File: src/rtl/axi_slave_write_engine.sv
// axi_slave_write_engine: AXI3/AXI4 slave write path forwarding W beats to the mesh, with a queued B channel.
// Optional AXI_WLAST_CHECK_EN: wlast ends the burst, and wlast/length disagreement returns SLVERR.
module axi_slave_write_engine #(
   parameter int ADDR_W   = 32,
   parameter int DATA_W   = 32,
   parameter int ID_W     = 12,
   parameter int LEN_W    = 8,
   parameter int BQ_DEPTH = 4
)(
   input  logic                clk,
   input  logic                rst,
   input  logic [ID_W-1:0]     s_axi_awid,
   input  logic [ADDR_W-1:0]   s_axi_awaddr,
   input  logic [LEN_W-1:0]    s_axi_awlen,
   input  logic [2:0]          s_axi_awsize,
   input  logic [1:0]          s_axi_awburst,
   input  logic                s_axi_awvalid,
   output logic                s_axi_awready,
   input  logic [DATA_W-1:0]   s_axi_wdata,
   input  logic [DATA_W/8-1:0] s_axi_wstrb,
   input  logic                s_axi_wlast,
   input  logic                s_axi_wvalid,
   output logic                s_axi_wready,
   output logic [ID_W-1:0]     s_axi_bid,
   output logic [1:0]          s_axi_bresp,
   output logic                s_axi_bvalid,
   input  logic                s_axi_bready,
   output logic                wr_access,
   output logic [ADDR_W-1:0]   wr_addr,
   output logic [DATA_W-1:0]   wr_data,
   output logic [DATA_W/8-1:0] wr_strb,
   input  logic                wr_wait
);
   localparam int         QW     = $clog2(BQ_DEPTH);
   localparam logic [QW:0] QMAX  = (QW+1)'(BQ_DEPTH);
   localparam logic [2:0] SZ_MAX = 3'($clog2(DATA_W/8));
   localparam logic [1:0] FIXED  = 2'd0;
   localparam logic [1:0] INCR   = 2'd1;
   localparam logic [1:0] WRAP   = 2'd2;

   typedef enum logic {IDLE, DATA} state_t;
   state_t r_state, w_state_nxt;

   logic                r_awready;
   logic [ID_W-1:0]     r_id;
   logic [ADDR_W-1:0]   r_addr;
   logic [LEN_W-1:0]    r_len, r_cnt;
   logic [2:0]          r_size;
   logic [1:0]          r_burst;
   logic                r_err;
   logic                r_wr_access;
   logic [ADDR_W-1:0]   r_wr_addr;
   logic [DATA_W-1:0]   r_wr_data;
   logic [DATA_W/8-1:0] r_wr_strb;
   logic [ID_W-1:0]     r_bq_id   [BQ_DEPTH];
   logic [1:0]          r_bq_resp [BQ_DEPTH];
   logic [QW-1:0]       r_wp, r_rp;
   logic [QW:0]         r_qcount, w_qcount_nxt;
   logic                w_aw_hs, w_w_hs, w_wready, w_final, w_end, w_berr;
   logic                w_push, w_pop, w_bvalid, w_wrap_ok, w_aw_err;
   logic [1:0]          w_burst_eff;
   logic [ADDR_W-1:0]   w_bytes, w_mask, w_addr_nxt;

   always_comb begin
      w_wready     = (r_state == DATA) && !wr_wait;
      w_aw_hs      = r_awready && s_axi_awvalid;
      w_w_hs       = w_wready && s_axi_wvalid;
      w_final      = r_cnt == r_len;
`ifdef AXI_WLAST_CHECK_EN
      w_end        = w_final || s_axi_wlast;
      w_berr       = r_err || (s_axi_wlast != w_final);
`else
      w_end        = w_final;
      w_berr       = r_err;
`endif
      w_push       = w_w_hs && w_end;
      w_bvalid     = r_qcount != '0;
      w_pop        = w_bvalid && s_axi_bready;
      w_qcount_nxt = r_qcount + (QW+1)'(w_push) - (QW+1)'(w_pop);
      w_state_nxt  = (r_state == IDLE) ? (w_aw_hs ? DATA : IDLE) : (w_push ? IDLE : DATA);
      w_wrap_ok    = s_axi_awlen == LEN_W'(1) || s_axi_awlen == LEN_W'(3) ||
                     s_axi_awlen == LEN_W'(7) || s_axi_awlen == LEN_W'(15);
      w_aw_err     = (s_axi_awsize > SZ_MAX) || (s_axi_awburst == 2'd3) ||
                     (s_axi_awburst == WRAP && !w_wrap_ok);
      // Reserved bursts and illegal WRAP lengths degrade to INCR addressing.
      w_burst_eff  = (s_axi_awburst == FIXED) ? FIXED : (s_axi_awburst == WRAP && w_wrap_ok) ? WRAP : INCR;
      w_bytes      = ADDR_W'(1) << r_size;
      w_mask       = ((ADDR_W'(r_len) + ADDR_W'(1)) << r_size) - ADDR_W'(1);
      w_addr_nxt   = (r_burst == FIXED) ? r_addr :
                     (r_burst == WRAP)  ? ((r_addr & ~w_mask) | ((r_addr + w_bytes) & w_mask)) :
                                          r_addr + w_bytes;
   end

   always_ff @(posedge clk) begin
      if (rst) r_state <= IDLE;
      else     r_state <= w_state_nxt;
   end

   always_ff @(posedge clk) begin
      if (rst) begin
         r_awready   <= 1'b0;
         r_wr_access <= 1'b0;
         r_wr_addr   <= '0;
         r_wr_data   <= '0;
         r_wr_strb   <= '0;
         r_cnt       <= '0;
         r_qcount    <= '0;
         r_wp        <= '0;
         r_rp        <= '0;
      end else begin
         r_awready   <= (w_state_nxt == IDLE) && (w_qcount_nxt < QMAX);
         r_wr_access <= w_w_hs;
         r_qcount    <= w_qcount_nxt;
         if (w_aw_hs) begin
            r_id    <= s_axi_awid;
            r_addr  <= s_axi_awaddr;
            r_len   <= s_axi_awlen;
            r_size  <= s_axi_awsize;
            r_burst <= w_burst_eff;
            r_err   <= w_aw_err;
            r_cnt   <= '0;
         end
         if (w_w_hs) begin
            r_wr_addr <= r_addr;
            r_wr_data <= s_axi_wdata;
            r_wr_strb <= s_axi_wstrb;
            r_addr    <= w_addr_nxt;
            r_cnt     <= r_cnt + 1'b1;
         end
         if (w_push) begin
            r_bq_id[r_wp]   <= r_id;
            r_bq_resp[r_wp] <= w_berr ? 2'b10 : 2'b00;
            r_wp            <= r_wp + 1'b1;
         end
         if (w_pop) r_rp <= r_rp + 1'b1;
      end
   end

   // Queue storage is not reset, so the head is masked while the queue is empty.
   assign s_axi_awready = r_awready;
   assign s_axi_wready  = w_wready;
   assign s_axi_bvalid  = w_bvalid;
   assign s_axi_bid     = w_bvalid ? r_bq_id[r_rp] : '0;
   assign s_axi_bresp   = w_bvalid ? r_bq_resp[r_rp] : 2'b00;
   assign wr_access     = r_wr_access;
   assign wr_addr       = r_wr_addr;
   assign wr_data       = r_wr_data;
   assign wr_strb       = r_wr_strb;
endmodule

File: config.mk
export PLATFORM = sky130hd
export DESIGN_NAME = axi_slave_write_engine
export DESIGN_NICKNAME = d
export VERILOG_FILES = /design/src/rtl/axi_slave_write_engine.sv
export SDC_FILE = /design/constraint.sdc
export NUM_CORES = 1
export LEC_CHECK = 0
export BUFFER_PORTS_ARGS = -buffer_cell sky130_fd_sc_hd__buf_2
export CELL_PAD_IN_SITES_DETAIL_PLACEMENT = 0
export CELL_PAD_IN_SITES_GLOBAL_PLACEMENT = 1
export CORE_UTILIZATION = 35
export DETAILED_ROUTE_END_ITERATION = 10
export HOLD_SLACK_MARGIN = 0.02
export PLACE_DENSITY_LB_ADDON = 0.1
export SYNTH_ARGS = -nofsm -noshare
export SYNTH_HDL_FRONTEND = slang
export SYNTH_SLANG_ARGS = --single-unit
File: constraint.sdc
create_clock -name clk -period 8.85 [get_ports clk]
set_input_delay 1.3275 -clock clk [delete_from_list [all_inputs] [get_ports clk]]
set_output_delay 1.3275 -clock clk [all_outputs]
set_load 0.02 [all_outputs]
---- After elaboration in Yosys (flattened, before gate mapping) ----
Memory sizes are Yosys's and may differ from the RTL's. A register that Yosys moved wholly into a read port is not among the register bits.
Index checks and enable logic that the tools add are counted.
operators by class
  $add $sub $neg .......................... 8
  magnitude comparators ................... 2
  equality and inequality tests ........... 9
  shift operators ......................... 2
  muxes and demuxes ....................... 20
  bitwise gates (word level) .............. 6
  reduce and logical (&&, ||, !) cells .... 21
operator list
  kind                     number
  $mux W32                 4
  $and A32 B32 Y32         2
  $add A32 B32 Y32         1
  $not A32 Y32             1
  $or A32 B32 Y32          1
  $shl A1 B3 Y32 const A   1
  $shl A9 B3 Y32           1
  $sub A32 B1 Y32 const B  1
  $mux W8                  2
  $mux W2                  7
  $mux W12                 1
  $add A8 B1 Y9 const B    1
  $add A8 B1 Y8 const B    1
  $eq A8 B1 Y1 const B     1
  $eq A8 B2 Y1 const B     1
  $eq A8 B3 Y1 const B     1
  $eq A8 B4 Y1 const B     1
  $eq A8 B8 Y1             1
  $logic_and A1 B1 Y1      8
  $eq A2 B2 Y1 const B     3
  $mux W1                  6
  $logic_or A1 B1 Y1       5
  $add A2 B1 Y2 const B    2
  $logic_not A2 Y1         2
  11 further kinds         13
word-level totals
  flip-flop bits (word level) ............. 144
  RAM bits ................................ 56
  input bits .............................. 100
  output and inout port bits .............. 86
  word-level logic and storage cells ...... 86
  memories ................................ 2
memory list
  memory     words  bits a word  read ports  clocked after Yosys merged registers in  write ports  RTL line  text
  r_bq_id    4      12           1           1                                        1            55        logic [ID_W-1:0] r_bq_id [BQ_DEPTH];
  r_bq_resp  4      2            1           1                                        1            56        logic [1:0] r_bq_resp [BQ_DEPTH];

---- Depth between registers and ports, before layout ----
Gate-level depths: netlist of the first run.
  depth in word-level cells ............... 9
  gate-level depth with buffers ........... 15
  depth with buffers taken out ............ 12

---- Worst setup path before layout of the first run ----
No wires, ideal clock.
  path kind ............................... input-to-reg
  start ................................... in wr_wait
  end ..................................... reg r_qcount[2]
  library setup time ...................... 128 ps
  arrival ................................. 3628 ps
  required time ........................... 8722 ps
  slack ................................... 5094 ps
  cell stages on the path ................. 12
  buffers on the path ..................... 1
  path through ............................ nor2b_1 > and2_1 > clkbuf_1 > nand4_1 > ha_1 > inv_1 > ha_1 > inv_1 > fa_1 > xnor2_1 > xnor2_1 > nor2b_1
on the way
  word-level cells in the longest chain between the ends .. 6
ends and longest elaborated chain
  element               RTL line  text
  start, declared       32        input logic wr_wait
  $logic_not A1 Y1      65        w_wready = (r_state == DATA) && !wr_wait;
  $logic_and A1 B1 Y1   65
  $logic_and A1 B1 Y1   67        w_w_hs = w_wready && s_axi_wvalid;
  $logic_and A1 B1 Y1   76        w_push = w_w_hs && w_end;
  $add A3 B1 Y3         79        w_qcount_nxt = r_qcount + (QW+1)'(w_push) - (QW+1)'(w_pop);
  $sub A3 B1 Y3         79
  end signal, assigned  113       r_qcount <= w_qcount_nxt;
  end, declared         58        logic [QW:0] r_qcount, w_qcount_nxt;
Every way passes these cells.
A chain may end at the register's enable or synchronous reset.

---- Final worst setup path of the first run ----
Ends and elaborated chain as after synthesis.

==> results of run 1 <==
-- path summary, 6_finish.rpt --
check                           startpoint                       end  slack [ns]
setup / recovery                   wr_wait    r_qcount[2]$_SDFF_PP0_        4.86
hold / removal    wr_data[19]$_SDFFE_PP0P_  wr_data[19]$_SDFFE_PP0P_        0.45
setup reg to reg       r_size[0]$_DFFE_PP_                 flip-flop        5.03
hold reg to reg   wr_data[19]$_SDFFE_PP0P_  wr_data[19]$_SDFFE_PP0P_        0.45
-- worst min-delay path, cell delays in order (launching register included) --
cell and delay [ns]:
dfxtp_1 0.31, nand2_1 0.05, a21oi_1 0.05
-- cell type report --
| class | instances | area [µm²] | area share |
|---|---|---|---|
| clock inverters | 14 | 179 | 0.0153 |
| inverters | 22 | 82.6 | 0.00704 |
| well taps | 378 | 473 | 0.0403 |
| clock buffers | 18 | 429 | 0.0366 |
| repair buffers | 193 | 993 | 0.0847 |
| multi-input cells | 730 | 4510 | 0.384 |
| flip-flops and latches | 198 | 5060 | 0.432 |
-- stage by stage --
stage | instances | utilization | instance area, µm² | setup WS (ns)
final | 1553 | 0.421 | 11700 | 4.86
after global routing | 1553 | 0.421 | 11700 | 4.61
after CTS | 1553 | 0.421 | 11700 | 4.80
after detailed placement | 1521 | 0.399 | 11100 | 4.31
after global placement | 1521 | 0.399 | 11100 | 4.34
after floorplan | 1020 | - | 9960 | 5.09
-- cell families after synthesis --
kind of cell,count (synthesis),share of synthesized area
and+or+nand+nor,420,0.200
AOI/OAI and AO/OA,218,0.143
DFF,198,0.508
buffers and inverters,92,0.0404
xor gates and xnor gates,49,0.0431
muxes,22,0.0387
adders and majority gates,20,0.0266
other,1,0.000376
-- report_power, final --
group / leakage (nW) / switching (mW) / internal [mW]
clock: 0.288 / 0.383 / 0.430
combinational: 2.45 / 0.263 / 0.190
sequential: 1.71 / 0.0561 / 1.02
total: 4.44 / 0.703 / 1.64
-- metal layers --
metal | part of all wire | routed length, µm | GRT usage | up-vias
met1 | 0.46 | 12400 | 0.249 | 3737
met4 | 0.011 | 296 | 0.0490 | 0
met3 | 0.033 | 894 | 0.0326 | 19
met5 | 0 | 0 | 0 | -
met2 | 0.50 | 13400 | 0.327 | 147
li1 | - | - | - | 3909
-- layout by cell type (no fill, tap or decap), drive strengths merged, types with 8 or more instances in the layout --
master	count
nand2	182
a211oi	26
o21ai	26
nor2	93
nand4	16
xor2	25
a21oi	107
xnor2	24
buf	193
nor3	21
dfxtp	88
inv	28
ha	18
and2	28
nand3	17
clkbuf	18
or3	8
edfxtp	110
mux4	13
and3	13
==> impl_results.md, run 1 <==
* DP HPWL at 18.8 mm
* Hold slack at 0.453 ns
* Worst vdd ir at 147 µV
* Post-CTS setup buffers at 0
* Max Buffers Root-to-Sink at 2
* First-pass GRT wire length at 42.5 mm
* Yosys top cell by area: edfxtp_1
* RSZ-0062 raised after global routing: no
* DRT iter0 DRCs at 468
* Post-synth ARST share at 0
* Post-Syn Area at 9960 µm²
* CTS Hold Bufs at 0
* Power Density at 200 nW/µm²
* Slowest CP cell: and2_4
* WP data required at 9.14 ns
* Clock Tree Root: clkbuf_16
* WL/cell at 17.4 µm
* CTS tree: yes
* Filler cell count at 2829
* Critical Path, Cell by Cell: buf_2 -> nor2b_1 -> and2_4 -> nand4_1 -> ha_1 -> inv_1 -> ha_1 -> inv_1 -> fa_1 -> xnor2_1 -> xnor2_1 -> nor2b_1
* Vias post-DR at 7812
* Top post-synthesis cells by area: edfxtp_1 (33%), dfxtp_1 (18%), nand2_1 (6.9%)
* Crit start category: input pin
* Num rows at 61
* Layout area overhead at 17.7%
* Synth unique cells at 80
* Crit Path Max Fanout at 57
* Fin Clk Skew at 0.00905 ns
* Final TNS setup at 0 ns
* CP delay by family, top: simple AND/OR/NAND/NOR gates
* ANT cells at 0
* Hold Path Depth at 2
* Final Cycle Share at 0.451
* GRT Util Overall at 0.191
* Worst Setup Path Type: input pin to flip-flop
* Yosys reg bits at 198
* DRC at 0
* Share of cells above drive strength 1 at 0.225
* IO Port Bufs at 183
* Die height at 171 µm
* Antenna violations before repair at 0
* Die footprint at 29100 µm²
* Clock transition at the registers of the reported paths at 0.07 ns
* Fmax at 251 MHz
* Vias per cell at 5.03
* CP Data Arrival Time at 4.28 ns
* Post-Syn Instances at 1020
* Hold WC Path Type: flip-flop to flip-flop
* Worst-Margin Slew at 1.01 ns
* Mapped Nets at 1140
* Pin count of the biggest net entering global routing at 91
* Critical Path End Type: flip-flop
* Core area at 27900 µm²
* Final wirelength at 27.0 mm
* Final Total Pwr at 2.34 mW
* Most frequent cells after synthesis: nand2_1 (182), edfxtp_1 (110), a21oi_1 (106)
* Clock latency on the worst-skew pair at 0.44 ns
* Placer Congestion at 0.769
* Top_reg_cell synth: edfxtp_1
* CP Depth at 12
* Headroom to the max-slew limit at 0.325
* CTS buffer count at 17
* Number of global-route vias before repair at 7523
* IO Pins at 186
* Status: complete, no violations
* Crit path time final at 3.99 ns
* Starting Density at 0.358
* Num Clock Sinks at 198
* Resized Gates After CTS at 0
* LEAKAGE at 4.44 nW
* CTS H-Tree Depth at 4
* Count leader, synth: nand2_1
* Final #Nets at 1282
* # setup viols final at 0
* R2r worst-path depth at 14
* Yosys warnings at 0
* Max incr delay on CP at 0.66 ns
* Crit path buffers/inverters at 3
* Overflow after GRT at 0
* Syn avg cell area at 9.77 µm²
* Antenna Nets Post-Route at 0
* Number of synthesized flops with an enable pin at 110
* Share of the synthesized area in the top cell type at 0.332
* Die Span X at 171 µm
* Final hold vios at 0
* Pre-antenna DRT Iters at 6
* Slew Viols, Final at 0
* Post-synthesis sequential area ratio at 0.508
* Max-Cap Viols at 0
Note: power is estimated with default switching activity, not from simulation.
==> inputs of run 2 (changes only) <==
- ABC_AREA: unset -> 1
- clock period: 8.85 -> 3.5 ns (I/O delays scaled with it)
==> impl_results.md, run 2 <==
* Antenna Nets Post-Route at 0
* Hold WC Path Type: input pin to flip-flop
* # setup viols final at 0
* Crit path time final at 3.13 ns
* Synth unique cells at 44
* Final instance area at 12000 µm²
* IO Pins at 186
* Flop pwr share at 0.438
* Crit start category: flip-flop
* Filler cell count at 2952
* Worst vdd ir at 327 µV
* DP HPWL at 21.1 mm
* Clock latency on the worst-skew pair at 0.44 ns
* DRC at 0
* Most used cell, CP: nand3_1
* Yosys reg bits at 198
* Switching share of power at 0.315
* Placer Congestion at 0.849
* Vias post-DR at 8846
* Crit Path Max Fanout at 8
* Post-synth ARST share at 0
* Critical Path, Cell by Cell: ha_1 -> nand2_1 -> nand3_1 -> nand3_1 -> nand3_1 -> nand2_1 -> inv_2 -> nand2_2 -> nor2_4 -> nand3_2 -> nor2_4 -> nand3_1 -> nor2_1 -> ha_1 -> a21oi_1
* Resized Gates After CTS at 0
* Overflow after GRT at 0
* Final hold vios at 0
* Headroom to the max-slew limit at 0.434
* Slowest CP cell: edfxtp_1
* Syn avg cell area at 7.96 µm²
* First-pass GRT wire length at 45.0 mm
* R2R Setup Slk at 0.37 ns
* Clk pwr share at 0.351
* Register area at 5060 µm²
* Starting Density at 0.358
* Worst-Margin Slew at 0.848 ns
* IO Port Bufs at 183
* CTS Hold Bufs at 0
* Clock Tree Root: clkbuf_16
* CTS tree: yes
* Max-Cap Viols at 0
* Footprint of the multi-input gates at 4390 µm²
* Post-Syn Instances at 1257
* Power Density at 506 nW/µm²
* WL/cell at 16.0 µm
* Die height at 171 µm
* Fmax at 320 MHz
* Sw power at 1.92 mW
* CTS buffer count at 17
* Pin count of the biggest net entering global routing at 71
* Core area at 27900 µm²
* Yosys warnings at 0
* CP delay by family, top: simple AND/OR/NAND/NOR gates
* R2r worst-path depth at 15
* Top post-synthesis cells by area: edfxtp_1 (33%), dfxtp_1 (18%), nand2_1 (13%)
* CP Data Arrival Time at 3.27 ns
* Clock transition at the registers of the reported paths at 0.08 ns
* Final wirelength at 29.2 mm
* Critical Path End Type: flip-flop
* Critical R2R Launch: r_len[0]$_DFFE_PP_
* Post-synthesis sequential area ratio at 0.506
* LEAKAGE at 5.14 nW
* CTS H-Tree Depth at 4
* Num Clock Sinks at 198
* Post-Syn Area at 10000 µm²
* Mapped Nets at 1377
* Die footprint at 29300 µm²
* GRT Util Overall at 0.201
* Fin Clk Skew at 0.0130 ns
* Crit path buffers/inverters at 1
* Share of the synthesized area in the top cell type at 0.330
* Layout area overhead at 20.3%
* Most frequent cells after synthesis: nand2_1 (349), a21oi_1 (129), nor2_1 (124)
* Status: complete, no violations
* Share of cells above drive strength 1 at 0.189
* Number of synthesized flops with an enable pin at 110
* DRT iter0 DRCs at 582
* Final #Nets at 1548
* Area after DPL at 11400 µm²
* Max Buffers Root-to-Sink at 2
* WP data required at 3.64 ns
* Final Cycle Share at 0.893
* Slew Viols, Final at 0
* Yosys top cell by area: edfxtp_1
* Worst Setup Path Type: flip-flop to flip-flop
* Most common cell after layout, fill and taps aside: nand2_1
* Hold Path Depth at 1
* WHS Endpoint: r_id[10]$_DFFE_PP_
* Post-CTS setup buffers at 0
* Max incr delay on CP at 0.56 ns
* Num rows at 61
* RSZ-0062 raised after global routing: no
* Comb pwr share at 0.211
* Vias per cell at 4.86
* Top_reg_cell synth: edfxtp_1
* Final TNS setup at 0 ns
* Pre-antenna DRT Iters at 4
* Antenna violations before repair at 1
* Power Internal at 4.17 mW
* Most frequent cells in the layout: nand2_1 (348), buf_2 (183), a21oi_1 (129)
* Number of global-route vias before repair at 8198
* Count leader, synth: nand2_1
* Hold Startpoint: s_axi_awid[10]
* Die Span X at 171 µm
-- run 2: power by group through the flow --
stage	registers, mW	logic (mW)	clock network (mW)
2_1_floorplan	2.73	0.814	0
3_3_place_gp	2.72	1.30	0
3_5_place_dp	2.72	1.30	0
4_1_cts	2.66	1.30	2.20
5_1_grt	2.68	1.44	2.28
6_report	2.67	1.28	2.14
-- run 2: cell type report --
cell class	count	area share
flip-flops and latches	198	0.421
clock inverters	14	0.0170
clock buffers	18	0.0365
multi-input cells	913	0.365
repair buffers	210	0.0940
inverters	88	0.0274
well taps	378	0.0393
diodes	1	0.000208
-- run 2: per-stage QoR --
step | worst slack, ns | std cells | utilization | total power [mW] | hold slack [ns]
finish | 0.374 | 1820 | 0.431 | 6.09 | 0.266
global route | 0.0318 | 1820 | 0.431 | 6.40 | 0.240
CTS | 0.259 | 1819 | 0.431 | 6.16 | 0.246
detailed placement | 0.290 | 1787 | 0.408 | 4.02 | 0.453
global placement | 0.284 | 1787 | 0.408 | 4.01 | 0.449
floorplan | 0.442 | 1257 | - | 3.54 | 0.436
-- run 2: logic make-up after synthesis --
kind of cell               after synthesis  share of synthesized area
DFF                                    198                      0.506
AOI/OAI and AO/OA                      221                      0.115
adders and majority gates               20                     0.0265
buffers and inverters                  146                     0.0561
other                                    1                   0.000375
and+or+nand+nor                        650                      0.278
xor gates and xnor gates                21                     0.0184
-- run 2: routing by layer --
| metal | GRT usage | routed length (µm) |
|---|---|---|
| met3 | 0.0349 | 1340 |
| met1 | 0.280 | 14500 |
| met2 | 0.320 | 13000 |
| met5 | 0 | 0 |
| met4 | 0.0528 | 381 |
-- run 2: worst max path at each step --
stage / from / to / slack [ns] / cells past startpoint
finish: r_len[0]$_DFFE_PP_ / flip-flop / 0.37 / 15
global route: r_len[0]$_DFFE_PP_ / flip-flop / 0.03 / 15
CTS: r_size[1]$_DFFE_PP_ / flip-flop / 0.26 / 16
detailed placement: r_size[1]$_DFFE_PP_ / flip-flop / 0.29 / 16
global placement: r_size[1]$_DFFE_PP_ / flip-flop / 0.28 / 16
floorplan: r_size[2]$_DFFE_PP_ / flip-flop / 0.44 / 16
-- run 2: worst reg2reg max path: cells and delay by family, from the launching register on --
| family | cells | cell delay (ns) |
|---|---|---|
| adders and majority gates | 2 | 0.58 |
| and+or+nand+nor | 11 | 1.49 |
| AOI/OAI and AO/OA | 1 | 0.15 |
| DFF | 1 | 0.56 |
| buffers and inverters | 1 | 0.06 |
==> inputs of run 3 (changes only) <==
- CELL_PAD_IN_SITES_DETAIL_PLACEMENT: 0 -> unset
- CELL_PAD_IN_SITES_GLOBAL_PLACEMENT: 1 -> unset
- PLACE_DENSITY_LB_ADDON: 0.1 -> unset
==> impl_results.md, run 3 (same netlist as run 2, synthesis figures left out) <==
* Vias per cell at 4.98
* Critical Path, Cell by Cell: inv_1 -> nand2_1 -> nor2_1 -> ha_1 -> inv_1 -> fa_1 -> o21ai_1 -> nand2_1 -> nand2_1 -> nand4_1 -> nor2_4 -> nand4_1 -> nor2_1 -> a21oi_1 -> nand3_1 -> nand2_1
* Headroom to the max-slew limit at 0.312
* Clock latency on the worst-skew pair at 0.45 ns
* Antenna Nets Post-Route at 0
* Hold WC Path Type: input pin to flip-flop
* Clock Tree Root: clkbuf_16
* GRT Util Overall at 0.188
* Slowest CP cell: fa_1
* Max Buffers Root-to-Sink at 2
* Overflow after GRT at 0
* Pre-antenna DRT Iters at 6
* Final #Nets at 1546
* LEAKAGE at 5.09 nW
* DRC at 0
* # setup viols final at 0
* Fmax at 311 MHz
* Die Span X at 171 µm
* Crit Path Max Fanout at 5
* Slew Viols, Final at 0
* Filler cell count at 2889
* Core area at 27900 µm²
* Switching share of power at 0.318
* Worst vdd ir at 333 µV
* Starting Density at 0.358
* WP data required at 3.70 ns
* Critical Path End Type: flip-flop
* RSZ-0062 raised after global routing: no
* Share of cells above drive strength 1 at 0.187
* Status: complete, no violations
* WL/cell at 15.2 µm
* Number of global-route vias before repair at 8182
* CTS buffer count at 17
* Num rows at 61
* Flop pwr share at 0.454
* CP delay by family, top: simple AND/OR/NAND/NOR gates
* Max-Cap Viols at 0
* Most common cell after layout, fill and taps aside: nand2_1
* Clock transition at the registers of the reported paths at 0.07 ns
* Final hold vios at 0
* Placer Congestion at 0.874
* Max incr delay on CP at 0.41 ns
* Most frequent cells in the layout: nand2_1 (348), buf_2 (183), a21oi_1 (129)
* Vias post-DR at 9044
* Die footprint at 29300 µm²
* First-pass GRT wire length at 42.2 mm
* CTS tree: yes
* Fin Clk Skew at 0.00613 ns
* Final wirelength at 27.6 mm
* Num Clock Sinks at 198
* Comb pwr share at 0.217
* ANT cells at 0
* Crit path time final at 3.21 ns
* Sw power at 1.87 mW
* Clk pwr share at 0.329
* DRT iter0 DRCs at 676
* IO Pins at 186
* Crit path buffers/inverters at 2
* Worst Setup Path Type: flip-flop to flip-flop
* Final TNS setup at 0 ns
* Layout area overhead at 19.5%
* CP Data Arrival Time at 3.42 ns
* Power Density at 492 nW/µm²
* Worst-Margin Slew at 1.03 ns
* IO Port Bufs at 183
* Fin util at 0.428
* CTS H-Tree Depth at 4
* Final Cycle Share at 0.918
* DP HPWL at 20.1 mm
* Pin count of the biggest net entering global routing at 101
* Most used cell, CP: nand2_1
* Power Internal at 4.01 mW
* Crit start category: flip-flop
* Antenna violations before repair at 0
* Die height at 171 µm
run 3: changes by cell type in the layout (fill, tap and decap cells not counted), sizes merged:
cell / before / now
bufinv: 3 / 1
clkinvlp: 1 / 2
inv: 95 / 92
diode: 1 / 0
buf: 210 / 208
clkbuf: 18 / 19
clkinv: 3 / 6
run 3: final cells by class:
class | count | area [µm²] | share of cell area
clock buffer | 19 | 443 | 0.0370
clock inverter | 13 | 138 | 0.0115
inverter | 88 | 330 | 0.0276
multi-input combinational | 913 | 4400 | 0.368
sequential | 198 | 5060 | 0.423
tap | 378 | 473 | 0.0395
timing repair buffer | 208 | 1120 | 0.0933
run 3: what timing repair did:
item                       4_1_cts  5_1_grt
buffers inserted                 0        0
resized for setup                0        3
setup endpoints to repair        0        1
hold buffers                     0        0
run 3: per-layer routing:
layer / track usage / routed length, µm / vias up
li1: - / - / 4547
met1: 0.248 / 12800 / 4204
met2: 0.312 / 12600 / 264
met3: 0.0389 / 1660 / 29
met4: 0.0532 / 429 / 0
met5: 0 / 0 / -
run 3: worst paths after layout:
check / end / cells after the start / slack [ns] / startpoint
worst max register to register: flip-flop / 16 / 0.29 / r_size[1]$_DFFE_PP_
worst max-delay path: flip-flop / 16 / 0.29 / r_size[1]$_DFFE_PP_
worst min-delay path: r_id[0]$_DFFE_PP_ / 1 / 0.25 / s_axi_awid[0]
worst min register to register: wr_data[4]$_SDFFE_PP0P_ / 2 / 0.46 / wr_data[4]$_SDFFE_PP0P_
run 3: power groups by stage:
| stage | clock [mW] | combinational [mW] | sequential [mW] |
|---|---|---|---|
| after floorplan | 0 | 0.814 | 2.73 |
| after global placement | 0 | 1.27 | 2.72 |
| after detailed placement | 0 | 1.28 | 2.72 |
| after CTS | 1.98 | 1.29 | 2.67 |
| after global routing | 2.07 | 1.43 | 2.68 |
| final | 1.94 | 1.28 | 2.67 |
run 3: stage by stage:
| step | area (µm²) | worst slack (ns) | instances | hold slack, ns | power (mW) |
|---|---|---|---|---|---|
| floorplan | 10000 | 0.442 | 1257 | 0.436 | 3.54 |
| global placement | 11400 | 0.238 | 1785 | 0.450 | 3.98 |
| detailed placement | 11400 | 0.134 | 1785 | 0.452 | 4.00 |
| CTS | 12000 | 0.119 | 1817 | 0.236 | 5.95 |
| global route | 12000 | 0.0964 | 1817 | 0.236 | 6.18 |
| finish | 12000 | 0.286 | 1817 | 0.255 | 5.88 |
